`src/rtl/regs_status_snap_if.sv`:
```
// regs_status_snap_if: read-port handshake and flat read-data bus of the status register window
interface regs_status_snap_if #(
  parameter int C_ADR_W = 4,
  parameter int C_DAT_W = 8
);
  logic                              RD_REQ_i;
  logic [C_ADR_W-1:0]                ADRs_i;
  logic [(2**C_ADR_W)*C_DAT_W-1:0]   RDATss_o;
  logic                              RD_ACK_o;
  modport master (output RD_REQ_i, ADRs_i, input RDATss_o, RD_ACK_o);
  modport slave  (input RD_REQ_i, ADRs_i, output RDATss_o, RD_ACK_o);
endinterface

```
`src/rtl/regs_status_snap.sv`:
```
// regs_status_snap: saturating event counters and sticky flags snapshotted atomically on a read handshake
module regs_status_snap #(
  parameter int C_DAT_W     = 8,
  parameter int C_ADR_W     = 4,
  parameter int C_BASE_ADR  = 10,
  parameter int C_EV_N      = 2,
  parameter int C_CTR_BYTES = 2,
  parameter int C_ACK_DLY   = 2,
  parameter int C_CLR_ON_RD = 1
) (
  input  logic              CK_i,
  input  logic              XARST_i,
  input  logic [C_EV_N-1:0] EV_i,
  input  logic [7:0]        FLAG_i,
  regs_status_snap_if.slave bus
);
  localparam int CW      = 8*C_CTR_BYTES;
  localparam int NS      = 2**C_ADR_W;
  localparam int SEQ_OFS = 1 + C_EV_N*C_CTR_BYTES;
  localparam int DW      = (C_ACK_DLY > 1) ? $clog2(C_ACK_DLY) : 1;
  typedef enum logic [1:0] {IDLE, SNAP, WAIT, DONE} state_t;
  state_t                 r_st;
  logic                   r_req_m, r_req_s, r_ack;
  logic [DW-1:0]          r_dly;
  logic [7:0]             r_flg, r_flg_snp, r_seq;
  logic [CW-1:0]          r_ctr [C_EV_N];
  logic [CW-1:0]          r_snp [C_EV_N];
  logic [NS*C_DAT_W-1:0]  r_rdat, w_rdat;
  logic                   w_snap_flg, w_snap;
  logic [C_EV_N-1:0]      w_snap_ctr;
  if (C_BASE_ADR + SEQ_OFS >= NS || C_ACK_DLY < 1) begin : g_chk
    $error("status window does not fit the address space or ack delay < 1");
  end
  assign w_snap_flg = (r_st == SNAP) && (bus.ADRs_i == C_ADR_W'(C_BASE_ADR));
  for (genvar k = 0; k < C_EV_N; k++) begin : g_hit
    assign w_snap_ctr[k] = (r_st == SNAP) && (bus.ADRs_i == C_ADR_W'(C_BASE_ADR + 1 + k*C_CTR_BYTES));
  end
  assign w_snap = w_snap_flg | (|w_snap_ctr);
  for (genvar n = 0; n < NS; n++) begin : g_slot
    localparam int OFS = n - C_BASE_ADR;
    if (OFS == 0) begin : g_f
      assign w_rdat[n*C_DAT_W +: 8] = r_flg_snp;
    end else if (OFS >= 1 && OFS < SEQ_OFS) begin : g_c
      assign w_rdat[n*C_DAT_W +: 8] = r_snp[(OFS-1)/C_CTR_BYTES][((OFS-1)%C_CTR_BYTES)*8 +: 8];
    end else if (OFS == SEQ_OFS) begin : g_s
      assign w_rdat[n*C_DAT_W +: 8] = r_seq;
    end else begin : g_z
      assign w_rdat[n*C_DAT_W +: 8] = 8'h00;
    end
  end
  assign bus.RDATss_o = r_rdat;
  assign bus.RD_ACK_o = r_ack;
  // request synchronizer and handshake sequencing: one SNAP per request, ack after the delay
  always_ff @(posedge CK_i or negedge XARST_i) begin
    if (!XARST_i) begin
      r_req_m <= 1'b0;
      r_req_s <= 1'b0;
      r_st    <= IDLE;
      r_ack   <= 1'b1;
      r_dly   <= '0;
    end else begin
      r_req_m <= bus.RD_REQ_i;
      r_req_s <= r_req_m;
      case (r_st)
        IDLE: if (r_req_s) begin
          r_st  <= SNAP;
          r_ack <= 1'b0;
        end
        SNAP: begin
          r_st  <= WAIT;
          r_dly <= '0;
        end
        WAIT: if (r_dly == DW'(C_ACK_DLY-1)) begin
          r_st  <= DONE;
          r_ack <= 1'b1;
        end else r_dly <= r_dly + 1'b1;
        DONE: if (!r_req_s) r_st <= IDLE;
        default: r_st <= IDLE;
      endcase
    end
  end
  // live items, snapshots of the pre-update values, sequence count and registered read bus
  always_ff @(posedge CK_i or negedge XARST_i) begin
    if (!XARST_i) begin
      r_flg     <= '0;
      r_flg_snp <= '0;
      r_seq     <= '0;
      r_rdat    <= '0;
      for (int k = 0; k < C_EV_N; k++) begin
        r_ctr[k] <= '0;
        r_snp[k] <= '0;
      end
    end else begin
      r_flg  <= ((w_snap_flg && C_CLR_ON_RD != 0) ? 8'h00 : r_flg) | FLAG_i;
      r_rdat <= w_rdat;
      if (w_snap_flg) r_flg_snp <= r_flg;
      if (w_snap) r_seq <= r_seq + 8'd1;
      for (int k = 0; k < C_EV_N; k++) begin
        r_ctr[k] <= (w_snap_ctr[k] && C_CLR_ON_RD != 0) ? CW'(EV_i[k]) : r_ctr[k] + CW'(EV_i[k] && !(&r_ctr[k]));
        if (w_snap_ctr[k]) r_snp[k] <= r_ctr[k];
      end
    end
  end
endmodule
```
`src/flat_wrapper.sv`:
```
// flat-port wrapper written by rule: the top's interface ports become plain ports
module regs_status_snap_flat 
#(
  parameter int C_DAT_W     = 8,
  parameter int C_ADR_W     = 4,
  parameter int C_BASE_ADR  = 10,
  parameter int C_EV_N      = 2,
  parameter int C_CTR_BYTES = 2,
  parameter int C_ACK_DLY   = 2,
  parameter int C_CLR_ON_RD = 1
)
  (CK_i, XARST_i, EV_i, FLAG_i, bus_RD_REQ_i, bus_ADRs_i, bus_RDATss_o, bus_RD_ACK_o);
  regs_status_snap_if #(.C_ADR_W(C_ADR_W), .C_DAT_W(C_DAT_W)) bus_i ();
  input  logic CK_i;
  input  logic XARST_i;
  input  logic [C_EV_N-1:0] EV_i;
  input  logic [7:0] FLAG_i;
  input wire logic [$bits(bus_i.RD_REQ_i)-1:0] bus_RD_REQ_i;
  input wire logic [$bits(bus_i.ADRs_i)-1:0] bus_ADRs_i;
  output wire logic [$bits(bus_i.RDATss_o)-1:0] bus_RDATss_o;
  output wire logic [$bits(bus_i.RD_ACK_o)-1:0] bus_RD_ACK_o;
  assign bus_i.RD_REQ_i = bus_RD_REQ_i;
  assign bus_i.ADRs_i = bus_ADRs_i;
  assign bus_RDATss_o = bus_i.RDATss_o;
  assign bus_RD_ACK_o = bus_i.RD_ACK_o;
  regs_status_snap #(.C_DAT_W(C_DAT_W), .C_ADR_W(C_ADR_W), .C_BASE_ADR(C_BASE_ADR), .C_EV_N(C_EV_N), .C_CTR_BYTES(C_CTR_BYTES), .C_ACK_DLY(C_ACK_DLY), .C_CLR_ON_RD(C_CLR_ON_RD)) u_core (.CK_i(CK_i), .XARST_i(XARST_i), .EV_i(EV_i), .FLAG_i(FLAG_i), .bus(bus_i));
endmodule
```
`config.mk`:
```
export PLATFORM = sky130hd
export DESIGN_NAME = regs_status_snap_flat
export DESIGN_NICKNAME = d
export VERILOG_FILES = /design/src/rtl/regs_status_snap_if.sv /design/src/rtl/regs_status_snap.sv /design/src/flat_wrapper.sv
export SDC_FILE = /design/constraint.sdc
export NUM_CORES = 1
export LEC_CHECK = 0
export CAP_MARGIN = 40
export CORE_ASPECT_RATIO = 0.8
export CORE_MARGIN = 2
export CORE_UTILIZATION = 46
export DETAILED_ROUTE_END_ITERATION = 12
export PLACE_DENSITY = 0.72
export REMOVE_ABC_BUFFERS = 1
export SYNTH_ARGS = -nofsm -noshare
export SYNTH_HDL_FRONTEND = slang
export SYNTH_SLANG_ARGS = --single-unit
```
`constraint.sdc`:
```
create_clock -name CK_i -period 5.26 [get_ports CK_i]
set_input_delay 0.789 -clock CK_i [delete_from_list [all_inputs] [get_ports CK_i]]
set_output_delay 0.789 -clock CK_i [all_outputs]
set_load 0.02 [all_outputs]
```
# After elaboration in Yosys (flattened, before gate mapping)
# Cells that the tools add are included.
dict set report totals {
  wordCells 55
  inputBits 17
  out_inout_bits 129
  reg_bits 142
}
dict set report op_classes {
  n_eq_ne 9
  reduce_logical 15
  bitwise_logic 2
  muxes 12
  add_sub_neg 4
}
# operator count
set ops {}
lappend ops {{16-bit by 1-bit adder with 16-bit output} 2}
lappend ops {{16-bit 2-to-1 mux} 2}
lappend ops {{16-bit AND reduction} 2}
lappend ops {{4-bit equality test (second input constant)} 3}
lappend ops {{8-bit by 1-bit adder with 8-bit output (second input constant)} 1}
lappend ops {{8-bit 2-to-1 mux} 1}
lappend ops {{8-bit bitwise OR} 1}
lappend ops {{2-bit one-hot mux with 4 select lines} 1}
lappend ops {{2-bit 2-to-1 mux} 3}
lappend ops {{3-bit AND reduction} 2}
lappend ops {{1-bit logical AND} 5}
lappend ops {{2-bit equality test (second input constant)} 2}
lappend ops {{2-bit by 1-bit inequality test with 1-bit output (second input constant)} 2}
lappend ops {{1-bit one-hot mux with 2 select lines} 2}
lappend ops {{2-bit nonzero test} 2}
lappend ops {{1-bit 2-to-1 mux} 3}
lappend ops {{2-bit by 1-bit equality test with 1-bit output (second input constant)} 1}
lappend ops {{1-bit logical NOT} 2}
lappend ops {{2-bit logical NOT} 1}
lappend ops {{2-bit inequality test (second input constant)} 1}
lappend ops {{2-bit OR reduction} 1}
lappend ops {{1-bit adder (second input constant)} 1}
lappend ops {{1-bit bitwise OR} 1}

# Longest topological paths before layout
# Gate-level depths: netlist of the first run.
dict set report logic_depth {
  depth_word 5
  ltp_mapped 9
  mapped_depth_nobuf 8
}

# Least setup slack after synthesis of the first run
# No wires, ideal clock.
dict set report synth_path {
  path_type {register to register}
  start {register u_core.r_ctr[3] (netlist bit)}
  end {register u_core.r_ctr[14] (netlist bit)}
  period_less_slack_ns 2.288
  setup_ns 0.066
  arrival_ns 2.222
  path_stages_with_launch 10
  slack_ns 2.972
  path_buffers 1
  required_ns 5.194
  path_cell_list {dfrtp_1 nand3_1 clkbuf_1 nor4_1 a21boi_0 ha_1 nand3_2 or3_4 or4_1 nand2_1}
}
dict set report synth_via {
  elab_chain_len 5
}
# element line
set synth_lines {}
lappend synth_lines {{start: declaration} regs_status_snap.sv:26} ;# logic [CW-1:0] r_ctr [C_EV_N];
lappend synth_lines {{start signal: indexed assignment} regs_status_snap.sv:99} ;# r_ctr[k] <= (w_snap_ctr[k] && C_CLR_ON_RD != 0) ? CW'(EV_i[k]) : r_ctr[k] + CW'(EV_i[k] && !(&r_ctr[k]));
lappend synth_lines {{16-bit AND reduction} regs_status_snap.sv:99}
lappend synth_lines {{1-bit logical NOT} regs_status_snap.sv:99}
lappend synth_lines {{1-bit logical AND} regs_status_snap.sv:99}
lappend synth_lines {{16-bit by 1-bit adder with 16-bit output *} regs_status_snap.sv:99}
lappend synth_lines {{16-bit 2-to-1 mux *} regs_status_snap.sv:99}
# Mark *: on every way between the ends. The rest lies on a longest branch, timed or not.
# A chain may end at the register's enable or synchronous reset.

# Worst setup path in the final report of the first run
# Ends and elaborated chain as after synthesis.

==> metrics, run 1 <==
n_diodes 0; most frequent cell after synthesis dfrtp_1; port bufs 65; TritonCTS clock tree done; Synth area leaders dfrtp_1 (60%), buf_4 (10%), mux2_2 (8.5%); CTS resizes 0; Hold WC Path Type flip-flop to flip-flop; depth of the CTS H-tree 4; Die Height roughly 100 microns; CTS Buffer Depth 2; Clock Pin Slew Worst Setup and Hold Paths 60 ps; Top FF cell, synth dfrtp_1; # Max-Cap Violations 0; Seq/Total Area, Yosys between 60% and 70%; CP startpoint u_core.r_ctr[3]$_DFF_PN0_; # rows 36; worst setup margin ~2700 ps; Worst path slowest cell dfrtp_1; Min-Delay Path Depth 0; Lkg Pwr approximately 3.3 nW; core outline area about 12000 sq um; Post-Place Worst Slack about 2400 ps; GR Overflow Total 0; syn_area_per_cell between 10 and 15 sq um; final setup vio count 0; min cycle time layout approximately 2500 ps; vias in the first global route slightly above 3k; distinct cell type count after synthesis 38; worst r2r path cells 8; CTS Buf Count 17; ys async rst share 100%; f_max roughly 400 MHz; placed insts between 600 and 700; Critical Path Start Type flip-flop; final WL approximately 9400 microns; Worst setup EP type flip-flop; Pwr Total approximately 0.0035 W; drt initial violations between 100 and 150; Synth area leader dfrtp_1; Final Wtd Congestion just under 0.8; Synth top area share between 60% and 70%; Pre-Repair DR Iteration Count 4; hold buffer count at CTS 0; initial antenna violation count 1; pwr/cell area between 500 and 600 nW/um^2; largest fanout on the critical path 11; routed length per instance between 10 and 15 microns; ANT nets after route 0; synthesized area 5830 sq um; Post-synth EDFFs 0; Starting Density roughly 47%; Max Transition Viols Final 0; outcome finished, final reports clean; GRT Util Overall 14.8%; most frequent cells after synthesis dfrtp_1 (141), buf_4 (80), mux2_2 (44); global-route wire length before repair 15200 microns; HPWL after DPL between 6000 and 7000 microns; Root Buffer Master clkbuf_16; DRC violation count after routing 0; Gate Count Post-Synth between 400 and 500; largest net degree at the start of global routing 94; Slew headroom between 40% and 50%; DIE AREA around 14000 sq um; crit share post-route a little under half; post-synthesis sequential element count ~140; nets 551; Setup Total Neg Slack 0 ps; hold wc startpoint u_core.r_req_m$_DFF_PN0_; routed via count between 3k and 4k; Setup Crit Path Kind flip-flop to flip-flop; maximum VDD drop around 0.23 mV; setup repair bufs after CTS 0; crit path cell chain nand3_1 > nor4_1 > a21boi_0 > ha_1 > nand3_2 > or3_4 > or4_1 > nand2_1; Syn. warnings 0; Worst Tran Pin Value approximately 850 ps; CP max stage delay 440 ps; # clock sinks 142; Worst Skew roughly 9.1 ps; I/O pin count 146; Hold Fails Final Rpt 0; vias per cell approximately 4.6; Critical R2R Launch u_core.r_ctr[3]$_DFF_PN0_; Worst EP arrival 2870 ps; Chip Width about 130 microns; Critical Path RT roughly 5600 ps; fin cells 709; RSZ-0062 raised after global routing false; Clk Latency, worst-skew pair between 400 and 500 ps; fraction of layout cells with a size suffix above 1 between 10% and 20%; Area Overhead vs Synth 20.4%
## flip-flops by register name, summed over array words and instances, names as in the netlist
name and cells:
u_core.bus.RDATss_o 48, u_core.r_ctr 32, u_core.r_snp 32, u_core.r_flg 8, u_core.r_flg_snp 8, u_core.r_seq 8
u_core.r_st 2, u_core.bus.RD_ACK_o 1, u_core.r_dly 1, u_core.r_req_m 1, u_core.r_req_s 1
## kinds of logic (layout without fill, tap and decap cells)
kind of cell               count (synthesis)  count (layout)  share of synthesized area, %
AOI/OAI and AO/OA                         19              19                          2.19
xor gates and xnor gates                  35              35                          5.25
adders and majority gates                  9               9                          1.93
buffers and inverters                    101             108                          11.8
DFF                                      142             142                          60.9
muxes                                     46              46                          8.84
other                                      1              80                        0.0643
and+or+nand+nor                           99              99                          8.99
## worst max-delay path, delay by kind of cell (launching register included)
kind                     cells  cell delay, ps
AO/OA/AOI/OAI                1             310
AND/OR/NAND/NOR              6            1430
adder cells (fa/ha/maj)      1             280
flip-flops                   1             440
## where the power goes
part           internal [W]  switching [W]
Clock              0.000890       0.000459
Combinational      0.000324       0.000357
Sequential          0.00133       0.000165
Total               0.00255       0.000981
## per-stage QoR
step / area (sq um) / hold slack, ps / util, %
2_1_floorplan: 5480 / 331 / -
3_3_place_gp: 6350 / 342 / 51.6
3_5_place_dp: 6360 / 354 / 51.7
4_1_cts: 7030 / 364 / 57.1
5_1_grt: 7030 / 367 / 57.1
6_report: 7030 / 358 / 57.1
## layout make-up
type                            instances  area [sq um]
Multi-Input combinational cell        288          1890
Timing Repair Buffer                   67           667
Clock inverter                         14           240
Fill cell                             965          5270
Sequential cell                       142          3550
Inverter                                9          33.8
Clock buffer                           18           429
Tap cell                              171           214
## path summary, 6_finish.rpt
| path | slack [ps] | to |
|---|---|---|
| worst max-delay path | 2740 | u_core.r_ctr[14]$_DFF_PN0_ |
| worst min-delay path | 360 | u_core.r_req_s$_DFF_PN0_ |
| worst max register to register | 2740 | u_core.r_ctr[14]$_DFF_PN0_ |
| worst min register to register | 360 | u_core.r_req_s$_DFF_PN0_ |
| max in group asynchronous | 3660 | u_core.r_snp[8]$_DFFE_PN0P_ |
| min in group asynchronous | 450 | u_core.bus.RDATss_o[114]$_DFF_PN0_ |
## metal layers
metal,share of wire (%),GRT usage (%),routed length [microns],vias to the layer above
met1,46,19.6,4320,1608
met2,44,21.4,4160,130
met3,8.3,6.86,783,13
li1,-,-,-,1513
met5,0.14,0,13,-
met4,1.1,5.07,104,2
## cells in the final DEF, fill, tap and decap left out, types with 2 or more instances in the layout
| master | n |
|---|---|
| clkdlybuf4s50_1 | 64 |
| nor3_1 | 5 |
| and2_1 | 2 |
| clkinv_4 | 3 |
| ha_1 | 9 |
| bufinv_16 | 6 |
| nor2_1 | 32 |
| nor4_1 | 12 |
| mux2i_1 | 2 |
| and3_1 | 3 |
| xor2_1 | 9 |
| nand2_1 | 12 |
| a21oi_1 | 4 |
| buf_4 | 2 |
| dfrtp_1 | 141 |
| a21o_1 | 8 |
| clkinvlp_4 | 2 |
| o21ai_0 | 3 |
| inv_1 | 9 |
| mux2_2 | 44 |
| clkinv_2 | 2 |
| xnor2_1 | 26 |
| nand4_1 | 10 |
| clkbuf_16 | 17 |
| conb_1 | 80 |
| nand3_1 | 12 |
No activity file was read; power rests on OpenSTA's default activity.
==> run 2: changes to the inputs <==
--- a/config.mk
+++ b/config.mk
@@ -8,7 +8,7 @@
 export CAP_MARGIN = 40
 export CORE_ASPECT_RATIO = 0.8
 export CORE_MARGIN = 2
-export CORE_UTILIZATION = 46
+export CORE_UTILIZATION = 44
 export DETAILED_ROUTE_END_ITERATION = 12
 export PLACE_DENSITY = 0.72
 export REMOVE_ABC_BUFFERS = 1
==> constraint.sdc (replaced) <==
create_clock -name CK_i -period 2.1 [get_ports CK_i]
set_input_delay 0.315 -clock CK_i [delete_from_list [all_inputs] [get_ports CK_i]]
set_output_delay 0.315 -clock CK_i [all_outputs]
set_load 0.02 [all_outputs]
==> run 2 against run 1 <==
  * Design area rose by 4.6%
  * Cell count increased by 6.6%
  * Flip-flop and latch count stayed put
  * Die area grew 4.4%
  * Critical endpoint is now u_core.r_ctr[24]$_DFF_PN0_
  * Largest cell class unchanged
==> metrics, run 2 (same netlist as run 1, synthesis figures left out) <==
outcome finished, final reports clean; min cycle time layout 1970 ps (-544 ps); Die Height 107 microns (+2.2%); Chip Width 133 microns (+2.2%); Hold WC Path Type primary input to flip-flop; Largest register FFs 48 (unchanged); # rows 37 (+2.8%); GRT Util Overall 14.7% (-0.072 points); vias per cell 4.58 (-0.65%); Worst R2R Setup Slack 130 ps (-2620 ps); fraction of layout cells with a size suffix above 1 23.9% (+8.1 points); Pre-Repair DR Iteration Count 4 (unchanged); # Max-Cap Violations 0 (unchanged); core outline area 12900 sq um (+5.0%); Crit path max-delay family simple AND/OR/NAND/NOR gates; CTS Buf Count 17 (unchanged); M3 GR Usage 4.59% (-2.3 points); pwr/cell area 1150 nW/um^2 (+130%); TritonCTS clock tree done; Starting Density 45.2% (-2.3 points); initial antenna violation count 0 (-1); Worst EP arrival 2270 ps (-600 ps); NetSw 0.00244 W (+150%); Comb power frac 23.4% (+4.1 points); routed via count 3460 (+5.9%); Worst Skew 8.06 ps (-1.08 ps); Max Transition Viols Final 0 (unchanged); CTS Buffer Depth 2 (unchanged); fill cell count 1031 (+6.8%); maximum VDD drop 0.610 mV (+160%); crit share post-route 94.0% (+46 points); crit path cell chain nand4_4 > nor4_4 > a41oi_2 > ha_1 > nand4_1 > buf_4 > buf_4 > nor2_1 > xnor2_1 > nor2_1; clock network fraction of total power 33.1% (-5.2 points); I/O pin count 146 (unchanged); Critical Path RT 2400 ps (-3220 ps); final setup vio count 0 (unchanged); nets 594 (+7.8%); P_int 0.00599 W (+140%); # clock sinks 142 (unchanged); depth of the CTS H-tree 4 (unchanged); Worst Tran Pin Value 513 ps (-334 ps); met2 Track Usage GR 23.0% (+1.7 points); largest net degree at the start of global routing 55 (-41%); final WL 9820 microns (+4.7%); port bufs 65 (unchanged); routed length per instance 13.0 microns (-1.8%); Clk Latency, worst-skew pair 420 ps (about the same); Clock Pin Slew Worst Setup and Hold Paths 50 ps (about the same); Worst setup EP type flip-flop; Final Wtd Congestion 0.878 (+14%); CP max stage delay 420 ps (-20 ps); Setup Crit Path Kind flip-flop to flip-flop; drt initial violations 97 (-25%); DRC violation count after routing 0 (unchanged); f_max 506 MHz (+28%); Critical path buffers and inverters 2 (+2); Lkg Pwr 3.46 nW (+5.4%); HPWL after DPL 6710 microns (+7.3%); n_diodes 0 (unchanged); GR Overflow Total 0 (unchanged); Worst path slowest cell dfrtp_1; ANT nets after route 0 (unchanged); Setup Total Neg Slack 0 ps (unchanged); Critical Path Start Type flip-flop; Area Overhead vs Synth 25.9%; Root Buffer Master clkbuf_16; commonest non-fill, non-tap cell in the layout dfrtp_1; met1 global-route usage 18.1% (-1.5 points); global-route wire length before repair 16000 microns (+5.1%); Hold Fails Final Rpt 0 (unchanged); most frequent cells in the layout dfrtp_1 (140), conb_1 (80), clkdlybuf4s50_1 (64); switching share of power 29.0% (+1.2 points); Hold WS 344 ps (-14.3 ps); Most Used Layer, Global Route met2; vias in the first global route 3422 (+10%); Slew headroom 65.8% (+22 points); Pwr Total 0.00843 W (+140%); DIE AREA 14200 sq um (+4.4%); sequential power share 43.5% (+1.1 points); largest fanout on the critical path 5 (-6)
run 2: final timing paths:
check | start | end | cells past startpoint
max in group asynchronous | XARST_i | u_core.bus.RD_ACK_o$_DFFE_PN1P_ | 3
min in group asynchronous | XARST_i | u_core.r_snp[12]$_DFFE_PN0P_ | 2
worst min-delay path | bus_RD_REQ_i | u_core.r_req_m$_DFF_PN0_ | 1
worst max register to register | u_core.r_ctr[23]$_DFF_PN0_ | u_core.r_ctr[24]$_DFF_PN0_ | 10
worst min register to register | u_core.r_req_m$_DFF_PN0_ | u_core.r_req_s$_DFF_PN0_ | 0
worst max-delay path | u_core.r_ctr[23]$_DFF_PN0_ | u_core.r_ctr[24]$_DFF_PN0_ | 10
run 2: power by group through the flow:
stage	combinational, W	clock, W	sequential, W
floorplan	0.000767	0	0.00398
global placement	0.00189	0	0.00367
detailed placement	0.00196	0	0.00371
CTS	0.00198	0.00286	0.00366
global route	0.00214	0.00299	0.00374
finish	0.00198	0.00279	0.00367
run 2: what timing repair did:
item | CTS | global route
pin swaps | 0 | 7
gates cloned | 0 | 0
resized for setup | 1 | 15
setup endpoints to repair | 1 | 15
hold buffers | 1 | 0
setup buffers | 0 | 4
hold endpoints to repair | 50 | 0
run 2: worst register-to-register path, stage by stage (launching register included):
cell and delay (ps):
dfrtp_1 420, nand4_4 130, nor4_4 320, a41oi_2 170
ha_1 230, nand4_1 80, buf_4 150, buf_4 130
nor2_1 40, xnor2_1 130, nor2_1 50
run 2: cell type report:
| cell class | count | area [sq um] | area share [%] |
|---|---|---|---|
| clock inverters | 10 | 88.8 | 1.21 |
| clock buffers | 22 | 474 | 6.46 |
| multi-input cells | 288 | 1970 | 26.8 |
| inverters | 9 | 33.8 | 0.460 |
| flip-flops and latches | 142 | 3560 | 48.4 |
| repair buffers | 110 | 1000 | 13.7 |
| well taps | 175 | 219 | 2.98 |
run 2: metrics by stage:
step	instances	area (sq um)	setup slack (ps)	utilization, %
floorplan	439	5480	-75.4	-
global placement	719	6660	-123	51.6
detailed placement	719	6660	-202	51.6
CTS	752	7230	22.9	56.0
global route	756	7350	-22.8	56.9
finish	756	7350	125	56.9
run 2: routing by layer:
metal	vias to the layer above	routed length, microns
met5	-	0
met4	0	286
met3	23	614
met2	128	4560
met1	1721	4370
li1	1588	-
==> run 3: changes to the inputs <==
--- a/config.mk
+++ b/config.mk
@@ -10,6 +10,7 @@
 export CORE_MARGIN = 2
 export CORE_UTILIZATION = 44
 export DETAILED_ROUTE_END_ITERATION = 12
+export HOLD_SLACK_MARGIN = 0.08
 export PLACE_DENSITY = 0.72
 export REMOVE_ABC_BUFFERS = 1
 export SYNTH_ARGS = -nofsm -noshare
==> results of run 3 <==
The final DEF is identical to that of run 2; final timing and power are the same.
==> RTL edit 1 (settings of run 3) <==
`r_rdat` no longer has a reset.
--- a/src/rtl/regs_status_snap.sv
+++ b/src/rtl/regs_status_snap.sv
@@ -86,5 +86,4 @@
       r_flg_snp <= '0;
       r_seq     <= '0;
-      r_rdat    <= '0;
       for (int k = 0; k < C_EV_N; k++) begin
         r_ctr[k] <= '0;
@@ -93,5 +92,4 @@
     end else begin
       r_flg  <= ((w_snap_flg && C_CLR_ON_RD != 0) ? 8'h00 : r_flg) | FLAG_i;
-      r_rdat <= w_rdat;
       if (w_snap_flg) r_flg_snp <= r_flg;
       if (w_snap) r_seq <= r_seq + 8'd1;
@@ -102,3 +100,7 @@
     end
   end
+
+  always_ff @(posedge CK_i) begin
+    r_rdat <= w_rdat;
+  end
 endmodule
Formal check against the unedited RTL: differs if XARST_i is asserted again (counterexample within 10 cycles, from zero or initial values and one cycle with XARST_i low); with XARST_i held inactive, the same outputs for 10 cycles.
==> RTL edit 1 against run 3 <==
Count of clock-buffer cells in the layout fell by 4; sequential share of layout area shrank 2.4 points; area after synthesis shrank 0.99%; total power increased by 1.7%; critical endpoint is now u_core.r_ctr[10]$_DFF_PN0_; sequential cell count unchanged; routed wire length up 4.5%; clock power increased by 7%; setup slack improved by 0.012 ns; maximum frequency is 0.59% higher; cell area is 1.9% lower.
==> RTL edit 1: results <==
{
  "dp_hpwl_mm": 6.849,
  "route.detailed.wl_per_inst_um": 13.23,
  "gp_congestion": 0.7694,
  "crit_path_end": "u_core.r_ctr[10]$_DFF_PN0_",
  "cts_resized": 3,
  "yosys-top-cells-area": "dfrtp_1, dfxtp_1, buf_4, mux2_2, o21ai_0",
  "critPathArrivalTime_ns": 2.30,
  "path_max_fanout": 8,
  "synth_commonest_cells": "dfrtp_1, buf_4, dfxtp_1, o21ai_0, mux2_2",
  "fin_skew_ns": 0.003484,
  "viasPerCell": 4.706,
  "synthDistinctLibCells": 38,
  "largest_reg_flops": 48,
  "synth-edff-count": 0,
  "drive_above_1_share_pct": 20.97,
  "clk_latency_ns": 0.41,
  "r2r_cells": 7,
  "tightest_slew_ns": 0.5468,
  "leakagePower_nw": 3.173,
  "drt_iter0_markers": 180,
  "cp-startpoint": "u_core.r_ctr[11]$_DFF_PN0_",
  "grt_pass1_wl_mm": 16.53,
  "root_buffer": "clkbuf_16",
  "crit_path_max_incr_delay_ns": 0.49,
  "wl_mm": 10.27,
  "numCtsBuffers": 17,
  "grt_max_degree": 43,
  "nets": 614,
  "grt_pass1_vias": 3483,
  "vdd_drop_max_mv": 0.7920,
  "critical-path-slowest-cell": "o41a_1",
  "status": "completed",
  "fill_cells": 1105,
  "diodes": 0,
  "reg2reg_to": "u_core.r_ctr[10]$_DFF_PN0_",
  "async_reset_ff_share_pct": 66.20,
  "grtUsageTotal_pct": 15.02,
  "yosysSeqAreaShare_pct": 57.37,
  "cts.htree.levels": 4
}
-- RTL edit 1: cell count changes after synthesis, moves of 15 or more --
cell     before  now
dfrtp_1     141   93
o21ai_0       3   36
nor2_1       32   10
dfxtp_1       0   48
a21oi_1       4   19
xnor2_1      26    5
-- RTL edit 1: through the flow --
step,std cells,instance area (µm²),hold WS [ns],worst slack (ns),TNS [ns]
finish,776,7208,0.3386,0.1367,0
global route,776,7208,0.3364,-0.005731,-0.005731
CTS,768,7119,0.3213,0.06482,0
detailed placement,735,6504,0.3370,-0.2502,-1.945
global placement,735,6504,0.3321,-0.1473,-0.7386
floorplan,462,5361,0.01941,-0.4708,-10.12
-- RTL edit 1: power breakdown --
| part | internal [W] | switching [W] | total, W |
|---|---|---|---|
| clock network | 0.00180 | 0.00118 | 0.00298 |
| registers | 0.00332 | 0.000370 | 0.00369 |
| logic | 0.000903 | 0.00101 | 0.00192 |
| total | 0.00602 | 0.00256 | 0.00858 |
-- RTL edit 1: layer usage --
layer | GRT usage (%) | part of all wire, %
met1 | 18.93 | 45
met5 | 0 | 0
met2 | 24.26 | 48
met4 | 4.658 | 0.74
met3 | 5.436 | 6.2
-- RTL edit 1: kinds of logic after synthesis --
logic type | Yosys count | synth area share (%)
other | 1 | 0.06491
xor gates and xnor gates | 15 | 2.274
AOI/OAI and AO/OA | 82 | 8.599
adders and majority gates | 9 | 1.949
muxes | 46 | 8.902
DFF | 142 | 57.37
buffers and inverters | 114 | 13.36
and+or+nand+nor | 72 | 7.472
-- RTL edit 1: worst min path at each step --
| stage | startpoint | end | slack (ns) |
|---|---|---|---|
| 6_report | bus_RD_REQ_i | u_core.r_req_m$_DFF_PN0_ | 0.34 |
| 5_1_grt | bus_RD_REQ_i | u_core.r_req_m$_DFF_PN0_ | 0.34 |
| 4_1_cts | bus_RD_REQ_i | u_core.r_req_m$_DFF_PN0_ | 0.32 |
| 3_5_place_dp | u_core.r_req_m$_DFF_PN0_ | u_core.r_req_s$_DFF_PN0_ | 0.34 |
| 3_3_place_gp | u_core.r_req_m$_DFF_PN0_ | u_core.r_req_s$_DFF_PN0_ | 0.33 |
| 2_1_floorplan | XARST_i | u_core.r_ctr[0]$_DFF_PN0_ | 0.02 |
-- RTL edit 1: final cells by class --
type                    instances  share of cell area (%)
flip-flops and latches        142                   45.98
multi-input cells             305                   28.26
well taps                     175                   3.038
clock inverters                14                   2.152
inverters                      16                  0.8332
clock buffers                  18                   6.093
repair buffers                106                   13.64
-- RTL edit 1: worst max-delay path: cells and delay by family (launching register included) --
kind,cells,cell delay [ns]
buffers and inverters,1,0.17
flip-flops,1,0.41
adder cells (fa/ha/maj),1,0.23
AO/OA/AOI/OAI,3,0.68
AND/OR/NAND/NOR,2,0.39
==> RTL edit 2 (config.mk and constraints of run 3) <==
Without the edit above. `C_CTR_BYTES` is set to 2 in 2 places; all go to 1.
--- a/src/rtl/regs_status_snap.sv
+++ b/src/rtl/regs_status_snap.sv
@@ -5,5 +5,5 @@
   parameter int C_BASE_ADR  = 10,
   parameter int C_EV_N      = 2,
-  parameter int C_CTR_BYTES = 2,
+  parameter int C_CTR_BYTES = 1,
   parameter int C_ACK_DLY   = 2,
   parameter int C_CLR_ON_RD = 1
--- a/src/flat_wrapper.sv
+++ b/src/flat_wrapper.sv
@@ -6,5 +6,5 @@
   parameter int C_BASE_ADR  = 10,
   parameter int C_EV_N      = 2,
-  parameter int C_CTR_BYTES = 2,
+  parameter int C_CTR_BYTES = 1,
   parameter int C_ACK_DLY   = 2,
   parameter int C_CLR_ON_RD = 1
Formal check against the unedited RTL: not equivalent (Yosys sat finds a counterexample within 10 cycles, from zero or initial values and one cycle with XARST_i low).
==> RTL edit 2 against run 3 <==
Critical endpoint is now u_core.r_ctr[14]$_DFF_PN0_; routed wire length fell by 36%; total power fell by 30%; clock power fell by 41%; critical path depth fell by 3; area after synthesis fell by 28%; critical path type unchanged; sequential cell count fell by 48; maximum frequency rose by 2.9%; cell area fell by 35%; setup slack improved by 0.055 ns; global-route usage fell by 1.9 points; synthesized cell count fell by 27%; via count fell by 36%; the flow now finishes with violations (DRC); highest routed layer unchanged; utilization fell by 4.4 points; die area fell by 27%.
==> RTL edit 2: results <==
{
  "crit_path_max_incr_delay_ns": 0.45,
  "dr.pass1.iters": 8,
  "whs_endpoint": "u_core.r_req_s$_DFF_PN0_",
  "sw_frac_of_total_pct": 31.19,
  "fill_cells": 793,
  "grtUsageTotal_pct": 12.83,
  "synthDistinctLibCells": 43,
  "gp_congestion": 0.7359,
  "drive_above_1_share_pct": 14.72,
  "r2r_cells": 7,
  "synth_mux_area_share_pct": 7.921,
  "cp-startpoint": "u_core.r_ctr[10]$_DFF_PN0_",
  "status": "finished, violations left",
  "whs_path_depth": 0,
  "grt_max_degree": 43,
  "synth_warnings": 0,
  "largest_reg_flops": 32,
  "dp_hpwl_mm": 4.495,
  "numCtsBuffers": 9,
  "wl_mm": 6.243,
  "grt_use_met2_pct": 20.11,
  "r2r_slack_ns": 0.18,
  "synth_xor_area_share_pct": 2.710,
  "reg2reg_to": "u_core.r_ctr[14]$_DFF_PN0_",
  "dp.cells": 492,
  "synth_commonest_cells": "buf_4, dfrtp_1, mux2_2, ha_1, xnor2_1",
  "route.detailed.wl_per_inst_um": 12.27,
  "grt_pass1_vias": 2097,
  "placed_area_um2": 4483,
  "viasPerCell": 4.361,
  "critPathArrivalTime_ns": 2.18,
  "vdd_drop_max_mv": 0.4509,
  "cts_resized": 0,
  "cts.htree.levels": 3,
  "route.detailed.drc": 8,
  "clk_latency_ns": 0.34,
  "portBuffers": 49,
  "synth-compound-area-share_pct": 5.450,
  "fin_skew_ns": 0.005594,
  "drt_iter0_markers": 132,
  "yosys-top-cells-area": "dfrtp_1, buf_4, mux2_2, ha_1, xnor2_1",
  "synth-adder-area-share_pct": 2.680,
  "grtUsageMet3_pct": 5.007,
  "grt_pass1_wl_mm": 10.26,
  "yosysSeqAreaShare_pct": 56.02,
  "min_path_type": "register to register",
  "violations": "DRC"
}
## RTL edit 2: cell count changes after synthesis, sizes merged, moves of 6 or more
cell   change
buf       +12
dfrtp     -48
mux2      -16
nand2      -6
nand4      -9
nor2      -25
nor4      -12
xnor2     -17
## RTL edit 2: per-stage QoR
stage	hold slack [ns]	utilization [%]
2_1_floorplan	0.01941	-
3_3_place_gp	0.2761	48.97
3_5_place_dp	0.2843	48.97
4_1_cts	0.3501	52.43
5_1_grt	0.3651	52.43
6_report	0.3468	52.43
## RTL edit 2: area by class of cell
type                       instances  area, µm²  share of cell area (%)
inverter                           5      18.77                  0.3910
clock inverter                     5      63.81                   1.330
multi-input combinational        224       1429                   29.77
timing repair buffer              55      548.0                   11.42
clock buffer                      11      242.7                   5.057
sequential                        94       2354                   49.04
tap                              115      143.9                   2.998
## RTL edit 2: per-layer routing
| layer | wire, µm | share of wire, % |
|---|---|---|
| met3 | 542 | 8.7 |
| met5 | 0 | 0 |
| met1 | 2567 | 41 |
| met4 | 80 | 1.3 |
| met2 | 3052 | 49 |
## RTL edit 2: worst max path at each step
stage	endpoint	slack [ns]	depth (start not counted)
2_1_floorplan	u_core.r_ctr[14]$_DFF_PN0_	0.35	7
3_3_place_gp	u_core.r_ctr[14]$_DFF_PN0_	0.08	7
3_5_place_dp	u_core.r_ctr[14]$_DFF_PN0_	-0.007	7
4_1_cts	u_core.r_ctr[14]$_DFF_PN0_	0.17	7
5_1_grt	u_core.r_ctr[12]$_DFF_PN0_	0.04	7
6_report	u_core.r_ctr[14]$_DFF_PN0_	0.18	7
## RTL edit 2: kinds of logic after synthesis
group           after synthesis
mux                          29
flops                        94
xor+xnor                     13
simple gates                 43
compound gates               34
other cells                   1
buf+inv                     106
fa+ha+maj                     9
## RTL edit 2: power by group through the flow
stage                     logic (W)  clock network (W)  registers, W
after CTS                   0.00159            0.00171       0.00271
after global routing        0.00172            0.00178       0.00279
final                       0.00157            0.00166       0.00270
after floorplan            0.000752                  0       0.00291
after detailed placement    0.00158                  0       0.00275
after global placement      0.00153                  0       0.00272
## RTL edit 2: worst max-delay path: cells and delay by family, from the launching register on
family	cells	cell delay, ns
flip-flops	1	0.45
AO/OA/AOI/OAI	2	0.32
buffers and inverters	1	0.06
AND/OR/NAND/NOR	2	0.60
adder cells (fa/ha/maj)	2	0.40
## RTL edit 2: repair_timing
item                      in CTS  in global routing
hold buffers                   1                  0
hold endpoints to repair      30                  0
setup buffers                  0                  0
